File: src/rtl/ula_pkg.sv
// Shared definitions for the ula sequencer: opcodes, FSM states, flag bit
// positions and the flag computation used when a result is captured.
package ula_pkg;

   localparam logic [2:0] OP_ADD = 3'd0;
   localparam logic [2:0] OP_SUB = 3'd1;
   localparam logic [2:0] OP_SHL = 3'd2;
   localparam logic [2:0] OP_SHR = 3'd3;
   localparam logic [2:0] OP_AND = 3'd4;
   localparam logic [2:0] OP_OR  = 3'd5;
   localparam logic [2:0] OP_XOR = 3'd6;
   localparam logic [2:0] OP_NOT = 3'd7;

   localparam int CMD_W = 12;

   localparam int FLG_C = 3;
   localparam int FLG_V = 2;
   localparam int FLG_N = 1;
   localparam int FLG_Z = 0;

   typedef enum logic [1:0] {
      IDLE  = 2'd0,
      DRIVE = 2'd1,
      OUT   = 2'd2
   } state_t;

   // Flags {C,V,N,Z}. C and V are derived from the operands rather than from
   // S, so the carry/borrow out of bit 3 is visible even though S is 4 bits.
   function automatic logic [3:0] calc_flags(input logic [2:0] op,
                                             input logic [3:0] a,
                                             input logic [3:0] b,
                                             input logic [3:0] s);
      logic [4:0] sum;
      logic [4:0] diff;
      logic [3:0] f;
      sum  = {1'b0, a} + {1'b0, b};
      diff = {1'b0, a} - {1'b0, b};
      f    = 4'b0000;
      case (op)
         OP_ADD: begin
            f[FLG_C] = sum[4];
            f[FLG_V] = (a[3] == b[3]) && (sum[3] != a[3]);
         end
         OP_SUB: begin
            // diff[4] is the borrow, i.e. a < b unsigned
            f[FLG_C] = diff[4];
            f[FLG_V] = (a[3] != b[3]) && (diff[3] != a[3]);
         end
         default: begin
            f[FLG_C] = 1'b0;
            f[FLG_V] = 1'b0;
         end
      endcase
      f[FLG_N] = s[3];
      f[FLG_Z] = (s == 4'd0);
      return f;
   endfunction

endpackage

File: src/rtl/ula_cmd_fifo.sv
// Command FIFO for ula_seq: 12-bit entries, DEPTH entries (power of two).
// Ports: push/din write the tail when not full; pop advances the head when
// not empty; dout shows the head entry; full/empty report occupancy.
module ula_cmd_fifo
   import ula_pkg::*;
#(
   parameter int DEPTH = 4
) (
   input  logic             clk,
   input  logic             rst_n,
   input  logic             push,
   input  logic             pop,
   input  logic [CMD_W-1:0] din,
   output logic [CMD_W-1:0] dout,
   output logic             full,
   output logic             empty
);

   localparam int AW = $clog2(DEPTH);

   logic [CMD_W-1:0] mem_r [DEPTH];
   logic [AW-1:0]    wr_ptr_r;
   logic [AW-1:0]    rd_ptr_r;
   logic [AW:0]      count_r;
   logic             push_ok_s;
   logic             pop_ok_s;

   assign full      = (count_r == (AW+1)'(DEPTH));
   assign empty     = (count_r == '0);
   assign push_ok_s = push && !full;
   assign pop_ok_s  = pop && !empty;
   assign dout      = mem_r[rd_ptr_r];

   // Storage array; contents need no reset because count gates all reads.
   always_ff @(posedge clk) begin
      if (push_ok_s) begin
         mem_r[wr_ptr_r] <= din;
      end
   end

   // Pointers wrap naturally because DEPTH is a power of two.
   always_ff @(posedge clk or negedge rst_n) begin
      if (!rst_n) begin
         wr_ptr_r <= '0;
         rd_ptr_r <= '0;
         count_r  <= '0;
      end else begin
         if (push_ok_s) begin
            wr_ptr_r <= wr_ptr_r + AW'(1);
         end
         if (pop_ok_s) begin
            rd_ptr_r <= rd_ptr_r + AW'(1);
         end
         case ({push_ok_s, pop_ok_s})
            2'b10:   count_r <= count_r + (AW+1)'(1);
            2'b01:   count_r <= count_r - (AW+1)'(1);
            default: count_r <= count_r;
         endcase
      end
   end

endmodule

File: src/rtl/ula_seq.sv
// Sequencing front end for the 4-bit ula datapath.
// Ports: cmd_* valid/ready command input (buffered in a FIFO); alu_a/alu_b and
// alu_x/y/z are the registered operands/selects to ula; alu_s is ula's result;
// res_* valid/ready result output with {C,V,N,Z} flags; acc holds the last
// result for chained operations; busy is high while work is pending.
module ula_seq
   import ula_pkg::*;
#(
   parameter int DEPTH = 4
) (
   input  logic       clk,
   input  logic       rst_n,
   input  logic       cmd_valid,
   output logic       cmd_ready,
   input  logic [2:0] cmd_op,
   input  logic [3:0] cmd_a,
   input  logic [3:0] cmd_b,
   input  logic       cmd_use_acc,
   output logic [3:0] alu_a,
   output logic [3:0] alu_b,
   output logic [2:0] alu_x,
   output logic [2:0] alu_y,
   output logic [2:0] alu_z,
   input  logic [3:0] alu_s,
   output logic       res_valid,
   input  logic       res_ready,
   output logic [3:0] res_data,
   output logic [3:0] res_flags,
   output logic [3:0] acc,
   output logic       busy
);

   state_t           state_r;
   state_t           state_nx_s;
   logic             pop_s;
   logic             cap_s;
   logic             full_s;
   logic             empty_s;
   logic [CMD_W-1:0] head_s;
   logic [2:0]       op_r_s;

   assign cmd_ready = !full_s;
   assign busy      = (state_r != IDLE) || !empty_s;
   assign op_r_s    = {alu_z[0], alu_y[0], alu_x[0]};

   ula_cmd_fifo #(.DEPTH(DEPTH)) u_fifo (
      .clk   (clk),
      .rst_n (rst_n),
      .push  (cmd_valid),
      .pop   (pop_s),
      .din   ({cmd_op, cmd_a, cmd_b, cmd_use_acc}),
      .dout  (head_s),
      .full  (full_s),
      .empty (empty_s)
   );

   // Next-state logic: pops happen from IDLE, or from OUT on a handshake.
   always_comb begin
      state_nx_s = state_r;
      pop_s      = 1'b0;
      cap_s      = 1'b0;
      case (state_r)
         IDLE: begin
            if (!empty_s) begin
               pop_s      = 1'b1;
               state_nx_s = DRIVE;
            end else begin
               state_nx_s = IDLE;
            end
         end
         DRIVE: begin
            cap_s      = 1'b1;
            state_nx_s = OUT;
         end
         OUT: begin
            if (res_ready) begin
               if (!empty_s) begin
                  pop_s      = 1'b1;
                  state_nx_s = DRIVE;
               end else begin
                  state_nx_s = IDLE;
               end
            end else begin
               state_nx_s = OUT;
            end
         end
         default: begin
            state_nx_s = IDLE;
         end
      endcase
   end

   // FSM state register.
   always_ff @(posedge clk or negedge rst_n) begin
      if (!rst_n) begin
         state_r <= IDLE;
      end else begin
         state_r <= state_nx_s;
      end
   end

   // Operand/select registers toward ula; acc already holds any earlier
   // capture because a pop never shares an edge with a capture.
   always_ff @(posedge clk or negedge rst_n) begin
      if (!rst_n) begin
         alu_a <= 4'd0;
         alu_b <= 4'd0;
         alu_x <= 3'd0;
         alu_y <= 3'd0;
         alu_z <= 3'd0;
      end else if (pop_s) begin
         alu_a <= head_s[0] ? acc : head_s[8:5];
         alu_b <= head_s[4:1];
         alu_x <= {2'b00, head_s[9]};
         alu_y <= {2'b00, head_s[10]};
         alu_z <= {2'b00, head_s[11]};
      end
   end

   // Result capture; res_valid drops on the handshake edge.
   always_ff @(posedge clk or negedge rst_n) begin
      if (!rst_n) begin
         res_valid <= 1'b0;
         res_data  <= 4'd0;
         res_flags <= 4'd0;
         acc       <= 4'd0;
      end else if (cap_s) begin
         res_valid <= 1'b1;
         res_data  <= alu_s;
         res_flags <= calc_flags(op_r_s, alu_a, alu_b, alu_s);
         acc       <= alu_s;
      end else if ((state_r == OUT) && res_ready) begin
         res_valid <= 1'b0;
      end
   end

endmodule

File: config.mk
export PLATFORM = sky130hd
export DESIGN_NAME = ula_seq
export DESIGN_NICKNAME = d
export VERILOG_FILES = /design/src/rtl/ula_pkg.sv /design/src/rtl/ula_cmd_fifo.sv /design/src/rtl/ula_seq.sv
export SDC_FILE = /design/constraint.sdc
export NUM_CORES = 1
export LEC_CHECK = 0
export ABC_AREA = 1
export CAP_MARGIN = 0
export CORE_MARGIN = 2
export CORE_UTILIZATION = 45
export CTS_CLUSTER_SIZE = 24
export DETAILED_ROUTE_END_ITERATION = 8
export PLACE_DENSITY = 0.8
export SYNTH_ARGS = -nofsm -noshare
export SYNTH_HDL_FRONTEND = slang
export SYNTH_SLANG_ARGS = --single-unit
File: constraint.sdc
create_clock -name clk -period 2.36 [get_ports clk]
set_clock_uncertainty 0.15 [all_clocks]
set_input_delay 0.236 -clock clk [delete_from_list [all_inputs] [get_ports clk]]
set_output_delay 0.236 -clock clk [all_outputs]
set_load 0.01 [all_outputs]
Yosys cells after proc, flatten, opt, wreduce, memory -nomap -nowiden
Memories as Yosys holds them, arrays and structs flattened.
Cells that the tools add are included.
{"block": "totals", "register_bits": 29, "ram_bits": 48, "in_bits": 20, "out_inout_bits": 32, "elab_cells": 58, "n_memories": 1}
{"block": "op_classes", "add_sub_neg": 6, "eq_ne": 10, "muxes": 14, "reduce_logical": 15}
{"memory": "u_fifo.mem_r", "words": 4, "word_bits": 12, "read_ports": 1, "rd_clocked_by_memory_dff": 0, "write_ports": 1, "line_no": "ula_cmd_fifo.sv:21", "source": "logic [CMD_W-1:0] mem_r [DEPTH];"}
{"op": "1-bit 2-to-1 mux", "count": 8}
{"op": "3-bit logical NOT", "count": 2}
{"op": "2-bit one-hot mux with 3 select lines", "count": 1}
{"op": "3-bit one-hot mux with 2 select lines", "count": 1}
{"op": "2-bit nonzero test", "count": 3}
{"op": "4-bit by 4-bit adder with 5-bit output", "count": 1}
{"op": "1-bit logical AND", "count": 5}
{"op": "4-bit by 4-bit subtractor with 5-bit output", "count": 1}
{"op": "2-bit by 1-bit adder with 2-bit output (second input constant)", "count": 2}
{"op": "2-bit by 1-bit equality test with 1-bit output (second input constant)", "count": 2}
{"op": "2-bit equality test (second input constant)", "count": 2}
{"op": "4-bit logical NOT", "count": 1}
{"op": "4-bit 2-to-1 mux", "count": 1}
{"op": "2-bit one-hot mux with 2 select lines", "count": 1}
{"op": "3-bit by 1-bit adder with 3-bit output (second input constant)", "count": 1}
{"op": "3-bit by 1-bit equality test with 1-bit output (second input constant)", "count": 1}
{"op": "3-bit equality test (second input constant)", "count": 1}
{"op": "1-bit inequality test", "count": 3}
{"op": "3-bit by 1-bit subtractor with 3-bit output (second input constant)", "count": 1}
{"op": "1-bit logical NOT", "count": 2}
{"op": "2-bit logical NOT", "count": 1}
{"op": "2-bit 2-to-1 mux", "count": 1}
{"op": "1-bit one-hot mux with 2 select lines", "count": 1}
{"op": "1-bit equality test", "count": 1}
{"op": "1-bit logical OR", "count": 1}

Longest topological paths before layout
{"block": "logic_depth", "word_depth": 7, "depth_mapped": 12}

Hierarchy
Synthesis repeated with hierarchy kept, for this count alone.
{"block": "hier_totals", "hier_cells": 360, "hier_area_um2": 3702.3}
{"module": "ula_cmd_fifo", "n_inst": 1, "cells_per_inst": 201, "area_each_um2": 2451.1, "seq_area_each_um2": 1616.6}
{"module": "ula_seq", "n_inst": 1, "cells_per_inst": 159, "area_each_um2": 1251.2, "seq_area_each_um2": 525.5}

Least setup slack after synthesis
Ideal clock, no wire load.
{"block": "synth_timing", "kind": "reg2reg", "startpoint": "register state_r[1]", "endpoint": "register u_fifo.count_r[2]", "arrival_ns": 1.810, "required_time_ns": 2.079, "slack_ns": 0.269, "path_stages_with_launch": 11, "n_path_buf": 1, "path_cell_list": "dfrtp_1 -> a21oi_2 -> nand2_2 -> inv_4 -> buf_6 -> ha_1 -> inv_1 -> fa_1 -> a21oi_1 -> o21ai_0 -> xor2_1"}
{"block": "synth_via", "elab_chain_cells": 5}
{"element": "start: declaration", "line_no": "ula_seq.sv:33", "source": "state_t state_r;"}
{"element": "start signal: assignment", "line_no": "ula_seq.sv:98", "source": "state_r <= state_nx_s;"}
{"element": "2-bit equality test or 2-bit logical NOT (tied branches)", "line_no": "ula_seq.sv:62", "source": "case (state_r)"}
{"element": "1-bit one-hot mux with 2 select lines (*)", "line_no": "ula_seq.sv:62"}
{"element": "1-bit logical AND (*)", "line_no": "ula_cmd_fifo.sv:31", "source": "assign pop_ok_s = pop && !empty;"}
{"element": "net u_fifo.pop_ok_s", "line_no": "ula_cmd_fifo.sv:26", "source": "logic pop_ok_s;"}
{"element": "2-bit by 1-bit equality test with 1-bit output or 2-bit equality test (tied branches)", "line_no": "ula_cmd_fifo.sv:54", "source": "case ({push_ok_s, pop_ok_s})"}
{"element": "3-bit one-hot mux with 2 select lines or 2-bit nonzero test (tied branches)"}
{"element": "end signal: assignment", "line_no": "ula_cmd_fifo.sv:55", "source": "2'b10: count_r <= count_r + (AW+1)'(1);"}
{"element": "end signal: assignment", "line_no": "ula_cmd_fifo.sv:56", "source": "2'b01: count_r <= count_r - (AW+1)'(1);"}
{"element": "end signal: assignment", "line_no": "ula_cmd_fifo.sv:57", "source": "default: count_r <= count_r;"}
{"element": "end: declaration", "line_no": "ula_cmd_fifo.sv:24", "source": "logic [AW:0] count_r;"}
Mark *: on every way through the listed nets, which the timed path passes. The rest lies on a longest branch.
A chain may end at the register's enable or synchronous reset.

Final worst setup path
{"block": "layout_timing", "startpoint": "register u_fifo.count_r[0]", "endpoint": "output port busy"}
{"block": "layout_via", "elab_chain_cells": 3}
{"element": "3-bit logical NOT", "line_no": "ula_cmd_fifo.sv:29", "source": "assign empty = (count_r == '0);"}
{"element": "1-bit logical NOT", "line_no": "ula_seq.sv:43", "source": "assign busy = (state_r != IDLE) || !empty_s;"}
{"element": "1-bit logical OR", "line_no": "ula_seq.sv:43"}
{"element": "end: declaration", "line_no": "ula_seq.sv:30", "source": "output logic busy"}
No other way between the ends.

==> results summary <==
The leakage power is 1.72 nW. The data required time at the worst endpoint came out at 1970 ps. The number of setup buffers added after CTS is 0. The sequential cell area fraction in the yosys report is ~62%.

The number of nets still failing antenna checks after routing came out at 0. The total power per unit cell area is around 1400 nW/µm². The number of buffers on the longest clock path came out at 2. The max-capacitance violation count is 0. The final standard cell area without fillers is just over 4000 µm². The tree is rooted in a clkbuf_8. The detailed-route DRC error count is 0.

The post-synthesis sequential element count came out at 76. The number of global-route vias before repair came to between 2000 and 2500. The number of endpoints failing setup at the final stage came out at 0.

The gate count after technology mapping is 321. The post-layout net count is 402. The maximum number of pins on one net before global-route repair came out at 29.

Setup repair after global routing left no endpoint under its margin. The number of port buffers is 45. The area of the core region came out at 7330 µm².

TritonCTS built the clock tree. In this run, CTS created clock tree buffers numbering 9. The die footprint is 8410 µm². The tightest slew margin relative to the limit is 65.0%. The count of antenna diodes in the layout came out at 0. The count of distinct cell types in the synthesized netlist is 30.

CTS built an H-tree with a depth of 3. Yosys attributes the largest share of cell area to edfxtp_1 42%, dfrtp_1 20%, nand2_1 5.9%, ha_1 4.0%, nor2_1 3.9%. The wire length per cell is 13.1 µm.

The max-slew violation count is 0. The post-route fraction of the period consumed by the critical path came out at 90.1%. In this run the horizontal extent of the chip is between 90 and 100 µm. The worst setup path category is reg2out.

The largest incremental delay on the critical path came out at 480 ps. The initial antenna violation count is 0. The number of hold-slack violations in the final timing report came out at 0. The detailed router's first-iteration violation count is 114. Summed over all failing endpoints, the final setup total negative slack is 0 ps. The ratio of cells with drive above 1 in the final layout is 10.9%.

The number of buffers and inverters on the critical path came out at 2. The initial core utilization is 47.2%. The final-layout fill cell count is 630. The worst setup path is launched from a flop. The critical path data arrival time came out at 1740 ps. The number of resized instances in the post-cts repair step came out at 0. After clock tree synthesis, the flow added hold-fix buffers numbering 0. On the critical path the largest part of the delay comes from buffers and inverters. The total via count after detailed routing came out at 2284. The number of iterations in the first detailed-routing pass came out at 4. The wire length of the first global-routing pass is 10.6 mm. The synthesis warning total came out at 0.

Timing would allow up to 471 MHz. The worst path needs approximately 2100 ps of the cycle, external delays included. The share of synthesized area in the top cell type comes to 41.6%.

After synthesis the cells add up to 3460 µm². The synthesized design spends more area on one cell type than any other, namely edfxtp_1. The final wirelength is 6.23 mm. The instance area after placement came out at between 3000 and 4000 µm². Walking the worst path, the cells encountered are inv_2, nand3_2, or3_1, clkdlybuf4s50_1. The cell with the biggest individual delay on the critical path is clkdlybuf4s50_1. Compared with the post-synthesis result, the final layout area differs by 19.8%.

The die height came out at 91.7 µm. STA classifies the critical path endpoint as an output port. At the later pin of the worst-skew pair, clock insertion delay measures 350 ps. The peak supply drop came out at 567 µV.

The slew at the pin with the worst max-slew slack is 525 ps. The tightest min-delay check is of the in2async type. The routability congestion estimate from global placement is 0.777. The highest net fanout along the worst path came out at 3. The half-perimeter wire length of the detailed placement result is 4.34 mm.

The number of vias per cell after detailed routing is ~4.8. The flow ran to the end, and the final reports show no timing, DRC or antenna violations. The number of sinks on the clock net came out at 76. The total routing resource utilization after global routing came out at roughly 16%. The total congestion overflow after global routing is 0. The per-instance average area after synthesis is 10.8 µm². Row generation in the floorplan step produced 31 rows. The clock-pin slew of the registers on the worst-case setup and hold paths is around 80 ps.

52 I/O pins were placed.
[through the flow]
step / utilization (%) / hold WS [ps] / instances / power [W] / setup WS (ps)
after CTS: 56.5 / 109 / 474 / 0.00567 / 212
after detailed placement: 53.7 / 314 / 458 / 0.00464 / 9.69
after global routing: 56.5 / 132 / 474 / 0.00609 / 105
after global placement: 53.7 / 313 / 458 / 0.00454 / 43.9
after floorplan: - / -210 / 326 / 0.00389 / 269
final: 56.5 / 105 / 474 / 0.00561 / 235
[synth_stat cells]
library cell,n
buf_4,13
o21ai_0,17
buf_2,1
a21oi_1,5
xnor2_1,1
a21oi_2,1
inv_1,29
nand3_1,23
or2_0,1
conb_1,1
buf_6,7
inv_4,2
nand2_2,5
ha_1,11
a31oi_1,5
fa_1,1
edfxtp_1,48
or3_1,1
nand3_2,2
nor2_2,2
nor2_1,36
nand3_4,1
o21ai_1,11
o22ai_1,6
dfrtp_1,28
nand4_1,1
nand2_1,54
xor2_1,3
inv_2,3
nor4_1,2
[state kept, by name, summed over array words and instances, names as in the netlist]
signal and flops:
alu_z 1, u_fifo.rd_ptr_r 2, alu_y 1, res_valid 1, u_fifo.mem_r 48, res_flags 4
acc 3, alu_x 1, u_fifo.wr_ptr_r 2, u_fifo.count_r 3, alu_b 4, state_r 2
alu_a 4
[kinds of logic after synthesis]
logic type	synth area share, %
AO/OA/AOI/OAI	7.01
XOR/XNOR	1.01
adder cells (fa/ha/maj)	4.56
buffers and inverters	9.07
flip-flops	61.9
other	0.108
AND/OR/NAND/NOR	16.3
[final timing paths]
kind | from | end | slack [ps] | cells past startpoint
max reg2reg | u_fifo.count_r[0]$_DFFE_PN0P_ | u_fifo.count_r[2]$_DFFE_PN0P_ | 240 | 9
min | rst_n | u_fifo.count_r[1]$_DFFE_PN0P_ | 100 | 2
max in group asynchronous | rst_n | acc[2]$_DFFE_PN0P_ | 1680 | 2
min in group clk | alu_s[1] | acc[1]$_DFFE_PN0P_ | 310 | 3
min reg2reg | res_flags[2]$_DFFE_PN0P_ | res_flags[2]$_DFFE_PN0P_ | 330 | 2
max | u_fifo.count_r[0]$_DFFE_PN0P_ | busy | 230 | 4
[per-layer routing]
metal | vias up | global-route usage, % | routed length (µm)
met4 | 0 | 4.98 | 59
met1 | 1058 | 20.6 | 2870
met5 | - | 0 | 0
li1 | 1151 | - | -
met2 | 68 | 26.4 | 2930
met3 | 7 | 5.34 | 378
[where the power goes]
part	total (W)	leakage, nW	switching, W	internal (W)
clock network	0.00101	0.107	0.000501	0.000506
logic	0.00243	0.843	0.00138	0.00105
registers	0.00217	0.773	0.000333	0.00184
[final cells by class]
class / count / area [µm²] / share of cell area [%]
Sequential cell: 76 / 2140 / 51.7
Multi-Input combinational cell: 195 / 1020 / 24.7
Timing Repair Buffer: 54 / 518 / 12.5
Inverter: 34 / 133 / 3.20
Clock buffer: 9 / 124 / 2.99
Tap cell: 99 / 124 / 2.99
Clock inverter: 7 / 81.3 / 1.96
[cells in the final DEF (no fill, tap or decap), drive strengths merged, types with 9 or more instances in the layout]
master / instances
nor2: 38
edfxtp: 48
buf: 9
inv: 38
nand3: 26
dfrtp: 28
ha: 11
o21ai: 28
clkdlybuf4s50: 45
clkbuf: 9
nand2: 59
Power figures use the tool's default switching activity.
